`config.mk`:
```
export PLATFORM = sky130hd
export DESIGN_NAME = tis_exec_core
export DESIGN_NICKNAME = d
export VERILOG_FILES = /design/src/rtl/tis_exec_core.sv
export SDC_FILE = /design/constraint.sdc
export NUM_CORES = 1
export LEC_CHECK = 0
export ABC_CLOCK_PERIOD_IN_PS = 16300
export BUFFER_PORTS_ARGS = -buffer_cell sky130_fd_sc_hd__buf_2
export CAP_MARGIN = 20
export CORE_ASPECT_RATIO = 0.6
export CORE_MARGIN = 10
export CORE_UTILIZATION = 42
export DETAILED_ROUTE_END_ITERATION = 7
export GPL_ROUTABILITY_DRIVEN = 0
export HOLD_SLACK_MARGIN = 0.02
export PLACE_DENSITY = 0.7
export SYNTH_ARGS = -nofsm -noshare
export SYNTH_HDL_FRONTEND = slang
export SYNTH_SLANG_ARGS = --single-unit
```
`constraint.sdc`:
```
create_clock -name clk -period 16.3 [get_ports clk]
set_input_delay 1.63 -clock clk [delete_from_list [all_inputs] [get_ports clk]]
set_output_delay 1.63 -clock clk [all_outputs]
set_load 0.01 [all_outputs]
```
`src/rtl/tis_exec_core.sv`:
```
// tis_exec_core: single-issue TIS-100-style execution node.
// Runs one instruction per clock from a small program array.
module tis_exec_core #(
    parameter int NUM_INSTR = 15,
    parameter int VAL_MAX   = 999
) (
    input  logic        clk,
    input  logic        rst,
    input  logic [3:0]  pLength,
    input  logic [15:0] prog [0:NUM_INSTR-1],
    output logic [3:0]  pc,
    output logic [10:0] acc,
    output logic [10:0] bak
);

    localparam logic signed [12:0] VMAX = 13'(VAL_MAX);
    localparam logic signed [12:0] VMIN = -13'(VAL_MAX);

    localparam logic [3:0] OP_MOV = 4'h1;
    localparam logic [3:0] OP_SWP = 4'h2;
    localparam logic [3:0] OP_SAV = 4'h3;
    localparam logic [3:0] OP_ADD = 4'h4;
    localparam logic [3:0] OP_SUB = 4'h5;
    localparam logic [3:0] OP_NEG = 4'h6;
    localparam logic [3:0] OP_JMP = 4'h7;
    localparam logic [3:0] OP_JEZ = 4'h8;
    localparam logic [3:0] OP_JNZ = 4'h9;
    localparam logic [3:0] OP_JGZ = 4'hA;
    localparam logic [3:0] OP_JLZ = 4'hB;
    localparam logic [3:0] OP_JRO = 4'hC;

    function automatic logic signed [12:0] clamp13(
        input logic signed [12:0] v
    );
        if (v > VMAX)
            return VMAX;
        else if (v < VMIN)
            return VMIN;
        else
            return v;
    endfunction

    logic [15:0]        instr;
    logic [3:0]         op;
    logic               src_sel;
    logic [10:0]        imm;
    logic signed [12:0] imm_ext;
    logic signed [12:0] acc_ext;
    logic signed [12:0] src_val;
    logic signed [12:0] add_res;
    logic signed [12:0] sub_res;
    logic signed [12:0] neg_res;
    logic signed [12:0] jro_sum;
    logic signed [12:0] plen_m1;
    logic [4:0]         pc_inc;
    logic [3:0]         pc_seq;
    logic [3:0]         pc_jmp;
    logic [3:0]         pc_jro;
    logic [3:0]         tgt;
    logic [3:0]         pc_nxt;
    logic [10:0]        acc_nxt;
    logic [10:0]        bak_nxt;

    // Fetch and decode operand fields; a pc past the array reads as NOP.
    always_comb begin
        instr = 16'h0000;
        if (32'(pc) < NUM_INSTR)
            instr = prog[pc];
    end

    assign op      = instr[15:12];
    assign src_sel = instr[11];
    assign imm     = instr[10:0];
    assign tgt     = imm[3:0];

    assign imm_ext = {{2{imm[10]}}, imm};
    assign acc_ext = {{2{acc[10]}}, acc};
    assign src_val = src_sel ? acc_ext : clamp13(imm_ext);

    assign add_res = clamp13(acc_ext + src_val);
    assign sub_res = clamp13(acc_ext - src_val);
    assign neg_res = clamp13(-acc_ext);

    // Sequential pc with wrap at the end of the valid program.
    assign pc_inc = {1'b0, pc} + 5'd1;
    assign pc_seq = (pc_inc >= {1'b0, pLength}) ? 4'd0 : pc_inc[3:0];

    // Absolute jumps outside the valid program restart at 0.
    assign pc_jmp = (tgt >= pLength) ? 4'd0 : tgt;

    // Relative jump clamped into [0, pLength-1].
    assign jro_sum = $signed({9'b0, pc}) + src_val;
    assign plen_m1 = $signed({9'b0, pLength}) - 13'sd1;

    // Clamp the relative jump result.
    always_comb begin
        pc_jro = jro_sum[3:0];
        if (jro_sum < 13'sd0)
            pc_jro = 4'd0;
        else if (jro_sum > plen_m1)
            pc_jro = plen_m1[3:0];
    end

    // Next-state selection for pc, acc and bak.
    always_comb begin
        pc_nxt  = pc_seq;
        acc_nxt = acc;
        bak_nxt = bak;
        if (pc >= pLength) begin
            pc_nxt = 4'd0;
        end else begin
            case (op)
                OP_MOV: acc_nxt = src_val[10:0];
                OP_SWP: begin
                    acc_nxt = bak;
                    bak_nxt = acc;
                end
                OP_SAV: bak_nxt = acc;
                OP_ADD: acc_nxt = add_res[10:0];
                OP_SUB: acc_nxt = sub_res[10:0];
                OP_NEG: acc_nxt = neg_res[10:0];
                OP_JMP: pc_nxt = pc_jmp;
                OP_JEZ: begin
                    if (acc_ext == 13'sd0)
                        pc_nxt = pc_jmp;
                end
                OP_JNZ: begin
                    if (acc_ext != 13'sd0)
                        pc_nxt = pc_jmp;
                end
                OP_JGZ: begin
                    if (acc_ext > 13'sd0)
                        pc_nxt = pc_jmp;
                end
                OP_JLZ: begin
                    if (acc_ext < 13'sd0)
                        pc_nxt = pc_jmp;
                end
                OP_JRO: pc_nxt = pc_jro;
                default: ;
            endcase
        end
    end

    // Architectural state registers with synchronous reset.
    always_ff @(posedge clk) begin
        if (rst) begin
            pc  <= 4'd0;
            acc <= 11'd0;
            bak <= 11'd0;
        end else begin
            pc  <= pc_nxt;
            acc <= acc_nxt;
            bak <= bak_nxt;
        end
    end

endmodule

```
==> impl_metrics.env, run 1 <==
export IMPL_die_width_um=187
export IMPL_fin_worst_hold_slack_ns=0.486
export IMPL_drt_first_iter_violations=1060
export IMPL_cts_num_sinks=26
export IMPL_critical_path_top_cell_by_count="ha_1"
export IMPL_grt_busiest_layer="met2"
export IMPL_synthSimpleGateAreaFrac_pct=20.8
export IMPL_route_detailed_drc=0
export IMPL_relSlewSlack_pct=30.6
export IMPL_nets=1390
export IMPL_place_detailed_hpwl_um=25400
export IMPL_dieArea_mm2=0.0224
export IMPL_cpMaxStageDelayCell="nor2b_1"
export IMPL_maxCapViolCount=0
export IMPL_cpLargestDelayFamily="compound AO/OA/AOI/OAI gates"
export IMPL_h_tree_levels=1
export IMPL_critical_path_class="reg -> reg"
export IMPL_cts_hold_fix_buffers=0
export IMPL_worst_path_largest_cell_delay_ns=0.90
export IMPL_synth_seq_cells=26
export IMPL_route_detailed_wl_per_inst_um=23.2
export IMPL_postCtsSetupRepairBufs=0
export IMPL_synth_compound_gate_area_share_pct=25.5
export IMPL_yosys_area_share_xor_xnor_pct=4.12
export IMPL_port_buffer_count=271
export IMPL_grt_met2_usage_pct=37.0
export IMPL_setup_slack_placement_ns=8.31
export IMPL_floorplan_rows=36
export IMPL_clock_insertion_delay_at_the_later_pin_of_the_skew_report_ns=0.27
export IMPL_signal_arrival_time_at_the_worst_endpoint_ns=8.30
export IMPL_synth_seq_area_share_pct=7.43
export IMPL_worst_ep_required_time_ns=16.51
export IMPL_numCtsBuffers=3
export IMPL_crit_path_start_kind="flop"
export IMPL_synth_avg_cell_area_um2=8.26
export IMPL_power_static_leakage_uw=0.00382
export IMPL_clkSlewWorstSetupHoldPaths_ns=0.07
export IMPL_routed_via_count=8189
export IMPL_syn_instance_count=848
export IMPL_setup_viol=0
export IMPL_totalWireLength_um=30300
export IMPL_syn_num_nets=1158
export IMPL_top_level_i_o_count=272
export IMPL_ctsRootBufferMaster="clkbuf_16"
export IMPL_rsz0062_at_grt="no"
export IMPL_timing_max_transition_violations_final=0
export IMPL_syn_area_mm2=0.00701
export IMPL_status="finished clean"
export IMPL_async_reset_ff_share_pct=0
export IMPL_detail_route_first_pass_iterations=8
export IMPL_setup_ws_ns=8.21
export IMPL_synth_ff_type="dfxtp_1"
export IMPL_power_density_mw_per_mm2=225
export IMPL_viasPerCell=6.27
export IMPL_finClkSkew_ns=0.00533
export IMPL_worstHoldPathType="reg -> reg"
export IMPL_timing_setup_tns_ns=0
export IMPL_globalRoute_totalOverflow=0
export IMPL_grt_met1_usage_pct=36.6
export IMPL_antenna_cells_inserted=0
export IMPL_fmax_mhz=124
export IMPL_finalHoldViolations=0
export IMPL_timing_critical_path_to_type="flop"
export IMPL_layout_drive_gt1_share_pct=34.1
export IMPL_crit_path_max_fanout=44
export IMPL_tritoncts="done"
export IMPL_finalWorstPathRequiredPeriod_ns=8.09
export IMPL_floorplan_die_height_um=120
export IMPL_synth_top_family_by_area="compound AO/OA/AOI/OAI gates"
export IMPL_area_growth_syn_to_layout_pct=21.4
export IMPL_grt_max_degree=54
export IMPL_synthAdderAreaFrac_pct=11.8
export IMPL_final_antenna_net_count=0
export IMPL_muxShareOfSynthArea_pct=23.4
export IMPL_synth_edff_count=0
export IMPL_commonest_cells_after_routing_fill_and_taps_aside="271 x buf_2, 65 x nand2_1, 61 x ha_1"
export IMPL_grt_antenna_before_repair=0
export IMPL_vdd_ir_drop_max_mv=0.132
export IMPL_initial_core_util_pct=43.0
export IMPL_worst_slew_pin_slew_ns=1.04
export IMPL_synth_distinct_cells=92
export IMPL_clock_path_buffers=2
export IMPL_post_cts_gate_resize_count=0
export IMPL_grt_pass1_wl_um=45400
export IMPL_total_global_routing_track_utilization_pct=25.3
export IMPL_final_min_period_over_clock_period_pct=49.7
export IMPL_yosys_warnings=0
export IMPL_most_frequent_standard_cell_in_the_layout_excluding_fill_and_tap_cells="buf_2"
export IMPL_via_count_of_the_first_global_routing_pass=7822
export IMPL_coreArea_mm2=0.0163
export IMPL_cp_buffers_inverters=3
export IMPL_met3_usage_pct=7.92
## flip-flops by register name, summed over array words and instances, names as in the netlist
signal and count:
acc 11, bak 11, pc 4
## tightest hold or removal path, cell delays in order, from the launching register on
cell and delay, ns:
dfxtp_1 0.33, nand2_1 0.06, a21oi_1 0.05
## power by group
group | total [uW] | switching [uW] | leakage, uW | internal [uW]
clock | 69.2 | 26.3 | 0.0000493 | 42.9
sequential | 145 | 66.0 | 0.000213 | 78.7
combinational | 1700 | 1040 | 0.00356 | 662
## per-stage QoR
stage | utilization [%] | total power [uW] | instances | cell area, um2
3_5_place_dp | 51.5 | 1750 | 1302 | 8390
3_3_place_gp | 51.5 | 1740 | 1302 | 8390
5_1_grt | 52.2 | 2040 | 1307 | 8510
6_report | 52.2 | 1920 | 1307 | 8510
2_1_floorplan | - | 1350 | 848 | 7010
4_1_cts | 52.1 | 1840 | 1306 | 8490
## routing by layer
metal / routed length (um) / vias up
met2: 12300 / 571
met5: 0 / -
li1: - / 3750
met3: 4100 / 29
met4: 258 / 0
met1: 13600 / 3839
## layout make-up
cell class | count | area [um2]
timing repair buffer | 281 | 1440
multi-input combinational | 724 | 5990
fill | 1609 | 7800
tap | 228 | 285
clock buffer | 4 | 100
inverter | 44 | 165
sequential | 26 | 527
## final timing paths
| check | cells after the start | slack, ns | from | to |
|---|---|---|---|---|
| max reg2reg | 28 | 8.21 | pc[1]$_SDFF_PP0_ | pc[1]$_SDFF_PP0_ |
| max | 28 | 8.21 | pc[1]$_SDFF_PP0_ | pc[1]$_SDFF_PP0_ |
| min reg2reg | 2 | 0.49 | bak[7]$_SDFFE_PP0P_ | bak[7]$_SDFFE_PP0P_ |
| min | 2 | 0.49 | bak[7]$_SDFFE_PP0P_ | bak[7]$_SDFFE_PP0P_ |
## logic make-up (layout without fill, tap and decap cells)
family          Yosys count  after routing
compound gates          245            245
xor+xnor                 33             33
fa+ha+maj                64             64
buf+inv                  98            329
flops                    26             26
mux                     100            100
simple gates            282            282
## synth_stat cells, types with 4 or more instances
master     instances  area share (%)
a2111o_1           5            0.80
a211oi_1          18             1.9
a21o_1            17             1.8
a21oi_1           52             3.7
a221o_1            5            0.71
a221oi_1           7            0.88
a22oi_1            8            0.86
a31oi_1            8            0.71
and2_1             8            0.71
and3_1            11            0.98
buf_12             4             1.1
buf_2              9            0.64
clkbuf_1          34             1.8
dfxtp_1           26             7.4
ha_1              61              11
inv_1             42             2.2
mux2_2            12             1.9
mux2i_1           39             5.6
mux4_1             4             1.5
mux4_2            44              14
nand2_1           65             3.5
nand2b_1          20             1.8
nand3_1           32             2.3
nand3b_1           4            0.43
nand4_1            5            0.45
nor2_1            57             3.1
nor2b_1           17             1.5
nor3_1            21             1.5
nor4_1            11            0.98
o211ai_1           6            0.64
o21a_1             5            0.54
o21ai_0           30             2.1
o21bai_1           4            0.43
o22ai_1            8            0.71
o2bb2ai_1          5            0.62
o311ai_0           5            0.62
o31a_1             5            0.62
o31ai_1            8            0.86
o32ai_1            5            0.62
or2_2              6            0.54
or3_1              5            0.45
xnor2_1           22             2.7
xor2_1            11             1.4
Note: power is estimated with default switching activity, not from simulation.
==> run 2, diff against run 1 <==
- ABC_AREA: default -> 1
- ABC_CLOCK_PERIOD_IN_PS: 16300 -> 7510
- clock period: 16.3 -> 7.51 ns (I/O delays scaled with it)
==> run 2 against run 1 <==
Net effect: worst hold slack gained 0.036 ns; register-to-register slack got worse by 7.4 ns; synthesized area grew 2.7%; sequential power up 140%; first-iteration DRC count up 8.1%; non-clock buffer count down 1; die area increased by 2.3%; synthesized cell count is 65% higher; global-route usage grew 0.84 points; combinational power grew to 2.8 times the previous value; critical path type unchanged.
==> impl_metrics.env, run 2 <==
export IMPL_min_delay_path_depth=2
export IMPL_tritoncts="done"
export IMPL_commonest_cells_after_routing_fill_and_taps_aside="449 x nand2_1, 271 x buf_2, 202 x nor2_1"
export IMPL_final_antenna_net_count=0
export IMPL_placement_cell_area_mm2=0.00863
export IMPL_register_area_um2=522
export IMPL_power_static_leakage_uw=0.00498
export IMPL_synth_seq_cells=26
export IMPL_synth_ff_type="dfxtp_1"
export IMPL_top_level_i_o_count=272
export IMPL_synth_area_top_cells="nand2_1 23%, ha_1 11%, nor2_1 11%"
export IMPL_setup_viol=0
export IMPL_coreArea_mm2=0.0165
export IMPL_finalHoldViolations=0
export IMPL_layout_filler_cells=1808
export IMPL_port_buffer_count=271
export IMPL_dieArea_mm2=0.0229
export IMPL_floorplan_rows=36
export IMPL_total_global_routing_track_utilization_pct=26.1
export IMPL_rsz0062_at_grt="no"
export IMPL_top_regs="acc x11, bak x11, pc x4"
export IMPL_synth_most_common_cell="nand2_1"
export IMPL_cts_hold_fix_buffers=0
export IMPL_grt_pass1_wl_um=49500
export IMPL_synth_distinct_cells=46
export IMPL_yosys_warnings=0
export IMPL_viasPerCell=5.43
export IMPL_cpMaxStageDelayCell="o21ai_0"
export IMPL_numCtsBuffers=3
export IMPL_worstHoldPathType="reg -> reg"
export IMPL_clock_insertion_delay_at_the_later_pin_of_the_skew_report_ns=0.28
export IMPL_drt_first_iter_violations=1146
export IMPL_grt_antenna_before_repair=0
export IMPL_vdd_ir_drop_max_mv=0.248
export IMPL_relSlewSlack_pct=50.8
export IMPL_crit_path_max_fanout=43
export IMPL_status="finished clean"
export IMPL_r2r_worst_path_cells=35
export IMPL_timing_max_transition_violations_final=0
export IMPL_layout_drive_gt1_share_pct=19.1
export IMPL_worst_path_largest_cell_delay_ns=0.60
export IMPL_syn_instance_count=1397
export IMPL_h_tree_levels=1
export IMPL_finalWorstPathRequiredPeriod_ns=6.72
export IMPL_worst_slew_pin_slew_ns=0.730
export IMPL_timing_critical_path_to_type="flop"
export IMPL_clkSlewWorstSetupHoldPaths_ns=0.08
export IMPL_route_detailed_wl_per_inst_um=16.9
export IMPL_totalWireLength_um=31400
export IMPL_multi_input_area_mm2=0.00573
export IMPL_async_reset_ff_share_pct=0
export IMPL_timing_setup_tns_ns=0
export IMPL_synth_largest_type_area_fraction_pct=23.4
export IMPL_design_area_mm2=0.00874
export IMPL_route_detailed_drc=0
export IMPL_worst_ep_required_time_ns=7.72
export IMPL_final_min_period_over_clock_period_pct=89.4
export IMPL_place_detailed_hpwl_um=26300
export IMPL_via_count_of_the_first_global_routing_pass=9298
export IMPL_synthDominantAreaCellType="nand2_1"
export IMPL_critical_path_class="reg -> reg"
export IMPL_synth_seq_area_share_pct=7.24
export IMPL_initial_core_util_pct=43.5
export IMPL_syn_num_nets=1707
export IMPL_cts_num_sinks=26
export IMPL_report_power_total_uw=5320
export IMPL_ctsRootBufferMaster="clkbuf_16"
export IMPL_die_width_um=189
export IMPL_antenna_cells_inserted=0
export IMPL_maxCapViolCount=0
export IMPL_grt_max_degree=61
export IMPL_netlist_top_cells_count="449 x nand2_1, 202 x nor2_1, 167 x inv_1, 136 x nand3_1, 65 x o21ai_0"
export IMPL_synth_avg_cell_area_um2=5.15
export IMPL_synth_edff_count=0
export IMPL_area_growth_syn_to_layout_pct=21.5
export IMPL_floorplan_die_height_um=121
export IMPL_crit_path_start_kind="flop"
export IMPL_fmax_mhz=149
export IMPL_finClkSkew_ns=0.0128
export IMPL_most_frequent_standard_cell_in_the_layout_excluding_fill_and_tap_cells="nand2_1"
export IMPL_clock_path_buffers=2
export IMPL_power_density_mw_per_mm2=608
export IMPL_detail_route_first_pass_iterations=5
export IMPL_nets=1938
export IMPL_globalRoute_totalOverflow=0
export IMPL_signal_arrival_time_at_the_worst_endpoint_ns=6.93
export IMPL_routed_via_count=10070
export IMPL_syn_area_mm2=0.00719
export IMPL_critical_path_top_cell_by_count="inv_1"
run 2: per-stage QoR:
step                      util, %  worst slack (ns)  hold WS (ns)  instances
after CTS                    52.9             0.757         0.523       1855
final                        52.9             0.793         0.522       1855
after detailed placement     52.2             0.761         0.513       1851
after floorplan                 -              1.94         0.493       1397
after global routing         52.9             0.139         0.548       1855
after global placement       52.2             0.984         0.493       1851
run 2: timing repair:
action / 4_1_cts / 5_1_grt
resized for setup: 0 / 1
buffers inserted: 0 / 0
setup endpoints to repair: 0 / 1
run 2: worst paths after layout:
path | slack, ns | to | from
worst max-delay path | 0.79 | pc[1]$_SDFF_PP0_ | pc[0]$_SDFF_PP0_
worst min-delay path | 0.52 | bak[6]$_SDFFE_PP0P_ | bak[6]$_SDFFE_PP0P_
worst max register to register | 0.79 | pc[1]$_SDFF_PP0_ | pc[0]$_SDFF_PP0_
worst min register to register | 0.52 | bak[6]$_SDFFE_PP0P_ | bak[6]$_SDFFE_PP0P_
run 2: critical path: cells and delay by family (launching register included):
family / cells / cell delay, ns
AO/OA/AOI/OAI: 9 / 1.92
AND/OR/NAND/NOR: 14 / 1.75
adder cells (fa/ha/maj): 4 / 1.29
buffers and inverters: 8 / 1.07
flip-flops: 1 / 0.59
run 2: power by group:
group | switching (uW) | internal [uW] | leakage (uW) | total, uW
Combinational | 3290 | 1510 | 0.00472 | 4800
Clock | 57.2 | 106 | 0.0000511 | 164
Sequential | 155 | 199 | 0.000212 | 354
run 2: layout make-up:
class                           instances  area share [%]
Timing Repair Buffer                  280            16.3
Clock inverter                          1           0.344
Sequential cell                        26            5.97
Multi-Input combinational cell       1138            65.6
Inverter                              179            7.70
Clock buffer                            3           0.859
Tap cell                              228            3.26
run 2: cell families after synthesis:
logic type      Yosys count  synth area share [%]
xor+xnor                 15                  1.83
flops                    26                  7.24
fa+ha+maj                64                  11.4
simple gates            875                  51.6
buf+inv                 233                  13.1
compound gates          184                  14.8
run 2: layer usage:
metal / track usage [%] / vias to the layer above / wire length, um
met2: 39.7 / 564 / 13100
met1: 35.8 / 4471 / 13800
met4: 3.50 / 0 / 427
met3: 8.35 / 43 / 4030
met5: 0 / - / 0
li1: - / 4992 / -
